--- src/rtl/mcdt_arbiter.sv ---
// mcdt_arbiter: selects one slave FIFO by priority (round-robin among equals), pops one
// word with a single-cycle ack, and presents it with its channel id over valid/ready.
module mcdt_arbiter #(
   parameter int NUM_CH = 3,
   parameter int DW     = 32,
   parameter int IDW    = 2
) (
   input  logic                 clk_i,
   input  logic                 rstn_i,
   input  logic [NUM_CH-1:0]    slv_en_i,
   input  logic [2*NUM_CH-1:0]  slv_prio_i,
   input  logic [NUM_CH-1:0]    slv_req_i,
   input  logic [NUM_CH-1:0]    slv_val_i,
   input  logic [NUM_CH*DW-1:0] slv_data_i,
   output logic [NUM_CH-1:0]    a2s_ack_o,
   output logic                 arb_val_o,
   output logic [DW-1:0]        arb_data_o,
   output logic [IDW-1:0]       arb_id_o,
   input  logic                 fmt_ready_i,
   output logic                 arb_err_o,
   output logic [1:0]           dbg_state_o
);

   typedef enum logic [1:0] {
      IDLE = 2'd0,
      ACK  = 2'd1,
      CAPT = 2'd2
   } state_t;

   state_t              r_state;
   state_t              w_state_nxt;
   logic [IDW-1:0]      r_grant;
   logic [IDW-1:0]      r_last;
   logic [IDW-1:0]      r_id;
   logic [NUM_CH-1:0]   r_ack;
   logic [DW-1:0]       r_data;
   logic                r_val;
   logic                r_err;

   logic [NUM_CH-1:0]   w_elig;
   logic [NUM_CH-1:0]   w_cand;
   logic [NUM_CH-1:0]   w_win_oh;
   logic [NUM_CH-1:0]   w_grant_oh;
   logic [IDW-1:0]      w_win;
   logic [1:0]          w_pmin;
   logic                w_found;
   logic                w_out_free;
   logic                w_grant_en;
   logic                w_capture;
   logic                w_err_set;
   logic                w_val_g;
   logic [DW-1:0]       w_cap_data;

   // Handshake: a word leaves on any rising edge with arb_val_o && fmt_ready_i; that same
   // edge may also launch the next grant, so the output slot counts as free then.
   assign w_out_free = !r_val || fmt_ready_i;

   always_comb begin
      w_elig = slv_req_i & slv_en_i;
      w_pmin = 2'd3;
      for (int c = 0; c < NUM_CH; c++) begin
         if (w_elig[c] && (slv_prio_i[2*c +: 2] < w_pmin)) w_pmin = slv_prio_i[2*c +: 2];
      end
      w_cand = '0;
      for (int c = 0; c < NUM_CH; c++) begin
         w_cand[c] = w_elig[c] && (slv_prio_i[2*c +: 2] == w_pmin);
      end
      // Rotate: indices above the last grant first, then wrap to index 0 upward.
      w_found = 1'b0;
      w_win   = '0;
      for (int c = 0; c < NUM_CH; c++) begin
         if (!w_found && w_cand[c] && (IDW'(c) > r_last)) begin
            w_found = 1'b1;
            w_win   = IDW'(c);
         end
      end
      for (int c = 0; c < NUM_CH; c++) begin
         if (!w_found && w_cand[c] && (IDW'(c) <= r_last)) begin
            w_found = 1'b1;
            w_win   = IDW'(c);
         end
      end
      w_win_oh = '0;
      for (int c = 0; c < NUM_CH; c++) begin
         w_win_oh[c] = (w_win == IDW'(c));
      end
   end

   always_comb begin
      w_cap_data = '0;
      w_val_g    = 1'b0;
      w_grant_oh = '0;
      for (int c = 0; c < NUM_CH; c++) begin
         if (r_grant == IDW'(c)) begin
            w_cap_data    = slv_data_i[DW*c +: DW];
            w_val_g       = slv_val_i[c];
            w_grant_oh[c] = 1'b1;
         end
      end
   end

   always_comb begin
      w_state_nxt = r_state;
      w_grant_en  = 1'b0;
      w_capture   = 1'b0;
      w_err_set   = 1'b0;
      case (r_state)
         IDLE: begin
            w_err_set = |slv_val_i;
            if (w_found && w_out_free) begin
               w_grant_en  = 1'b1;
               w_state_nxt = ACK;
            end
         end
         ACK: begin
            w_err_set   = |slv_val_i;
            w_state_nxt = CAPT;
         end
         CAPT: begin
            w_capture   = w_val_g;
            w_err_set   = !w_val_g || (|(slv_val_i & ~w_grant_oh));
            w_state_nxt = IDLE;
         end
         default: w_state_nxt = IDLE;
      endcase
   end

   always_ff @(posedge clk_i or negedge rstn_i) begin
      if (!rstn_i) r_state <= IDLE;
      else         r_state <= w_state_nxt;
   end

   always_ff @(posedge clk_i or negedge rstn_i) begin
      if (!rstn_i) begin
         r_ack   <= '0;
         r_grant <= '0;
         r_last  <= IDW'(NUM_CH - 1);
         r_val   <= 1'b0;
         r_data  <= '0;
         r_id    <= '0;
         r_err   <= 1'b0;
      end else begin
         r_ack <= '0;
         if (w_grant_en) begin
            r_ack   <= w_win_oh;
            r_grant <= w_win;
            r_last  <= w_win;
         end
         if (r_val && fmt_ready_i) r_val <= 1'b0;
         if (w_capture) begin
            r_val  <= 1'b1;
            r_data <= w_cap_data;
            r_id   <= r_grant;
         end
         if (w_err_set) r_err <= 1'b1;
      end
   end

   assign a2s_ack_o   = r_ack;
   assign arb_val_o   = r_val;
   assign arb_data_o  = r_data;
   assign arb_id_o    = r_id;
   assign arb_err_o   = r_err;
   assign dbg_state_o = r_state;

endmodule

--- config.mk ---
export PLATFORM = sky130hd
export DESIGN_NAME = mcdt_arbiter
export DESIGN_NICKNAME = d
export VERILOG_FILES = /design/src/rtl/mcdt_arbiter.sv
export SDC_FILE = /design/constraint.sdc
export NUM_CORES = 1
export LEC_CHECK = 0
export ABC_AREA = 1
export CAP_MARGIN = 20
export CORE_MARGIN = 3
export CORE_UTILIZATION = 39
export CTS_BUF_LIST = sky130_fd_sc_hd__clkbuf_2
export DETAILED_ROUTE_END_ITERATION = 16
export HOLD_SLACK_MARGIN = 0.1
export PLACE_DENSITY = 0.83
export RECOVER_POWER = 50
export SYNTH_ARGS = -nofsm -noshare
export SYNTH_HDL_FRONTEND = slang
export SYNTH_SLANG_ARGS = --single-unit
--- constraint.sdc ---
create_clock -name clk_i -period 1.85 [get_ports clk_i]
set_input_delay 0.185 -clock clk_i [delete_from_list [all_inputs] [get_ports clk_i]]
set_output_delay 0.185 -clock clk_i [all_outputs]
set_load 0.01 [all_outputs]
### Word-level counts from Yosys, hierarchy flattened

Index checks and enable logic that the tools add are counted.

* register bits: 45
* input bits: 114
* output and inout bits: 41
* word-level logic and storage cells: 97

* order comparisons: 9
* equality and inequality tests: 10
* muxes and demuxes: 32
* bitwise gates (word level): 3
* reduce and logical (&&, ||, !) cells: 35

Operators by type and width (count)
* $mux W32: 3
* $logic_and A1 B1 Y1: 19
* $mux W1: 18
* $mux W2: 8
* $logic_not A1 Y1: 7
* $and A3 B3 Y3: 2
* $eq A2 B1 Y1 const B: 3
* $eq A2 B2 Y1: 3
* $eq A2 B2 Y1 const B: 3
* $logic_not A2 Y1: 3
* $reduce_or A3 Y1: 2
* $gt A1 B2 Y1 const A: 2
* $le A1 B2 Y1 const A: 2
* $lt A2 B2 Y1: 2
* $pmux W2 S2: 1
* $mux W3: 1
* $not A3 Y3: 1
* $gt A2 B2 Y1 const A: 1
* $le A2 B2 Y1 const A: 1
* $logic_or A1 B1 Y1: 2
* $lt A2 B2 Y1 const B: 1
* $ne A2 B2 Y1 const B: 1
* $pmux W1 S2: 1
* $reduce_bool A2 Y1: 1
* $reduce_or A2 Y1: 1

### Logic depth before layout (Yosys ltp)

* word-level depth: 37
* depth in mapped cells: 21

### Least setup slack after synthesis

OpenSTA, ideal clock, no wires.

* path kind: in2reg
* start point: input slv_req_i[0]
* end point: register r_grant[0]
* arrival time: 2.213 ns
* required time: 1.731 ns
* path slack: -0.482 ns
* stages on the path: 18
* path buffers: 0
* cell sequence: nand2_1 nor2_1 ha_1 nor2_1 nand2_2 o21ai_1 inv_2 ha_1 nor2_4 inv_1 o211ai_1 nand2_1 clkinv_1 nand4_2 a21oi_1 nor2_1 nand3_1 nand2_1

* cells in the longest elaborated chain, start to end: 36
* elaborated cells on any way between the ends: 45
* classes of those cells: order compare: 2; eq/ne: 3; mux: 16; bitwise: 1; reduce/logical: 23

RTL lines
* start, declared: RTL line 12 `input logic [NUM_CH-1:0] slv_req_i,`
* $and A3 B3 Y3 (*): RTL line 59 `w_elig = slv_req_i & slv_en_i;`
* $logic_and A1 B1 Y1: RTL line 62 `if (w_elig[c] && (slv_prio_i[2*c +: 2] < w_pmin)) w_pmin = slv_prio_i[2*c +: 2];`
* $mux W2: RTL line 62
* $lt A2 B2 Y1: RTL line 62
* $logic_and A1 B1 Y1: RTL line 62
* $mux W2: RTL line 62
* $lt A2 B2 Y1: RTL line 62
* $logic_and A1 B1 Y1: RTL line 62
* (+18 left out)
* $logic_and A1 B1 Y1 (2 in a row): RTL line 78 `if (!w_found && w_cand[c] && (IDW'(c) <= r_last)) begin`
* $mux W1: RTL line 78
* $logic_not A1 Y1: RTL line 78
* $logic_and A1 B1 Y1 (2 in a row): RTL line 78
* $mux W1: RTL line 78
* $logic_and A1 B1 Y1: RTL line 110 `if (w_found && w_out_free) begin`
* $mux W1: RTL line 110
* $mux W1: RTL line 107 `case (r_state)`
* end signal, assigned: RTL line 146 `r_grant <= w_win;`
* end, declared: RTL line 32 `logic [IDW-1:0] r_grant;`

Every way passes the cells marked *; elsewhere a longest branch is shown, timed or not.
A chain may end at the register's enable or synchronous reset.

### Final worst setup path

* start point: input slv_req_i[0]
* end point: register r_grant[1]

The elaborated chain is that of the path after synthesis.

==> reports/summary.txt <==
fin. max-slew vios = 0
Tmin final = 2010 ps
Adder-Cell Fraction of Synth Area = 0.00966
vias in the first global route = 3,118
final worst slack = -159 ps
area of the core = 6390 um2
Clock Tree Root = clkbuf_2
Hold Path Class = in2reg
fillers = 492
most frequent cells in the layout = 132 x clkdlybuf4s50_1, 116 x nand2_1, 43 x dfrtp_1
Post-Synth XOR/XNOR Area = 0
first-pass GRT wire length = 14.8 mm
critical path peak fanout = 5
most common cell after layout, fill and taps aside = clkdlybuf4s50_1
Slew HR = 0.286
vias = 3,179
Post-DP HPWL = 7.33 mm
Setup crit end kind = flop
DIE AREA = 7650 um2
FP Rows = 29
final std cells w/o fill = 600
share of post-route cells with drive strength above 1 = 0.203
status = finished, violations left
mux contribution to synthesized area = 0
fin area = 4690 um2
Syn Inst Count = 340
peak supply drop = 0.860 mV
Area Growth Syn to Fin = 81.1%
worst-margin pin slew = 1070 ps
gp weighted congestion = 0.875
DRC viols = 0
WS Path Type = in2reg
required time worst endpoint = 2210 ps
fin nets = 638
total power draw = 5130 uW
Die Y = 87.5 um
io pins = 155
violated checks = negative setup slack
sequential fraction of the synthesis area = 0.426
post-DR vias/cell = 5.30
Place WS = -1140 ps
crit share post-route = 1.09
drt pass-1 iters = 4
post-DR wirelength/cell = 16.8 um
Die Wd = 87.5 um
Iter 0 DRT Violations = 175
clock latency at the later pin of the worst-skew pair = 420 ps
Final ANT Viol Nets = 0
WHS Path Cells = 3
LEAKAGE = 0.00201 uW
CP startpoint kind = input port
post-synth cell types = 26
CTS buffer count = 5
RSZ-0062 raised after global routing = true
H-tree depth = 2
antenna violations before repair = 0
clk_skew = 26.0 ps
worst path arrival time = 2370 ps
max_cap viols = 0
TritonCTS clock tree = built
DP Area = 4440 um2
largest net degree at the start of global routing = 65
Yosys reg bits = 44
Synth Area in Compound Gates = 0.132
YS warnings = 0
Worst-path clk slew = 230 ps
Syn Nets = 456
Hold Vio Cnt, Final = 0
Clock Tree Buf Depth = 2
power per cell area = 1090 nW/um2
total track usage = 0.248
clk sink count = 44
cell count of the worst reg-to-reg path = 9
Starting Density = 0.406
residual overflow from global routing = 0
Buffers on Ports = 154
dpl cells = 579
# setup viols final = 7
dominant combinational cell family by area after synthesis = simple AND/OR/NAND/NOR gates
Mapped Area = 2590 um2
fin util = 0.735
Inserted Diodes = 0
simple-gate portion of the synthesized area = 0.371
final wirelength = 10.1 mm
Mean Syn Cell Area = 7.62 um2
FMAX = 498 MHz
critical path, cell delays in order:
cell and delay (ps):
buf_8 90, nand2_8 50, nor2_4 90, ha_4 210
nand2_4 70, nand2_4 70, o21ai_4 170, inv_2 70
ha_4 160, nor2_4 200, nand2_4 110, nand2_4 110
nand2_4 70, nand2_2 90, nand3_2 100, inv_2 80
nand4_1 140, nand2_2 130, nand3_2 90, nand2_2 80
flip-flops by register name, indices dropped and copies added (netlist names):
signal	count
arb_err_o	1
r_last	1
arb_val_o	1
arb_data_o	32
dbg_state_o	2
r_grant	2
a2s_ack_o	3
arb_id_o	2
worst paths after layout:
check	from	endpoint	slack [ps]
worst max-delay path	slv_req_i[0]	r_grant[1]$_DFFE_PN0P_	-160
worst min-delay path	slv_data_i[1]	arb_data_o[1]$_DFFE_PN0P_	320
worst max register to register	r_grant[0]$_DFFE_PN0P_	arb_data_o[21]$_DFFE_PN0P_	130
worst min register to register	dbg_state_o[1]$_DFFE_PN0P_	dbg_state_o[1]$_DFFE_PN0P_	510
max in group asynchronous	rstn_i	a2s_ack_o[1]$_DFF_PN0_	170
min in group asynchronous	rstn_i	arb_data_o[7]$_DFFE_PN0P_	450
cell type report:
cell class | instances | area [um2] | share of cell area
timing repair buffer | 190 | 1830 | 0.390
multi-input combinational | 255 | 1520 | 0.325
sequential | 44 | 1100 | 0.235
inverter | 26 | 98.8 | 0.0211
tap | 77 | 96.3 | 0.0205
clock buffer | 7 | 35.0 | 0.00747
clock inverter | 1 | 5.00 | 0.00107
synthesized netlist by cell type, drive strengths merged:
library cell | number | share of area
a21oi | 2 | 0.0039
a41oi | 33 | 0.11
buf | 6 | 0.012
clkbuf | 9 | 0.013
clkinv | 1 | 0.0014
dfrtp | 43 | 0.42
dfstp | 1 | 0.010
ha | 2 | 0.0097
inv | 25 | 0.036
nand2 | 136 | 0.21
nand3 | 22 | 0.065
nand4 | 3 | 0.0097
nor2 | 47 | 0.076
nor3 | 2 | 0.0058
o211ai | 1 | 0.0029
o21ai | 7 | 0.014
cells by family (layout without fill, tap and decap cells):
family,Yosys count,count (layout)
simple gates,210,210
flops,44,44
compound gates,43,43
buf+inv,41,224
fa+ha+maj,2,2
where the power goes:
group / internal [uW] / switching (uW) / leakage, uW
registers: 1400 / 250 / 0.000511
logic: 1500 / 1560 / 0.00147
clock network: 103 / 314 / 0.0000330
total: 3000 / 2130 / 0.00201
routing by layer:
metal  GRT usage  share of wire
met5           0              0
met4       0.100          0.030
met3      0.0464          0.063
met2       0.435           0.53
met1       0.296           0.38
through the flow:
step | TNS (ps) | hold WS (ps)
after global placement | -6710 | 174
after floorplan | -2060 | -111
after global routing | -4960 | 274
after CTS | -490 | 207
after detailed placement | -7640 | 173
final | -897 | 320
what timing repair did:
action,in CTS,in global routing
cloned,0,1
endpoints found under the setup margin,7,39
endpoints found under the hold margin,43,0
setup buffers,6,5
gates resized for setup,39,17
pin swaps,29,23
hold buffers,1,0
Power figures use the tool's default switching activity.
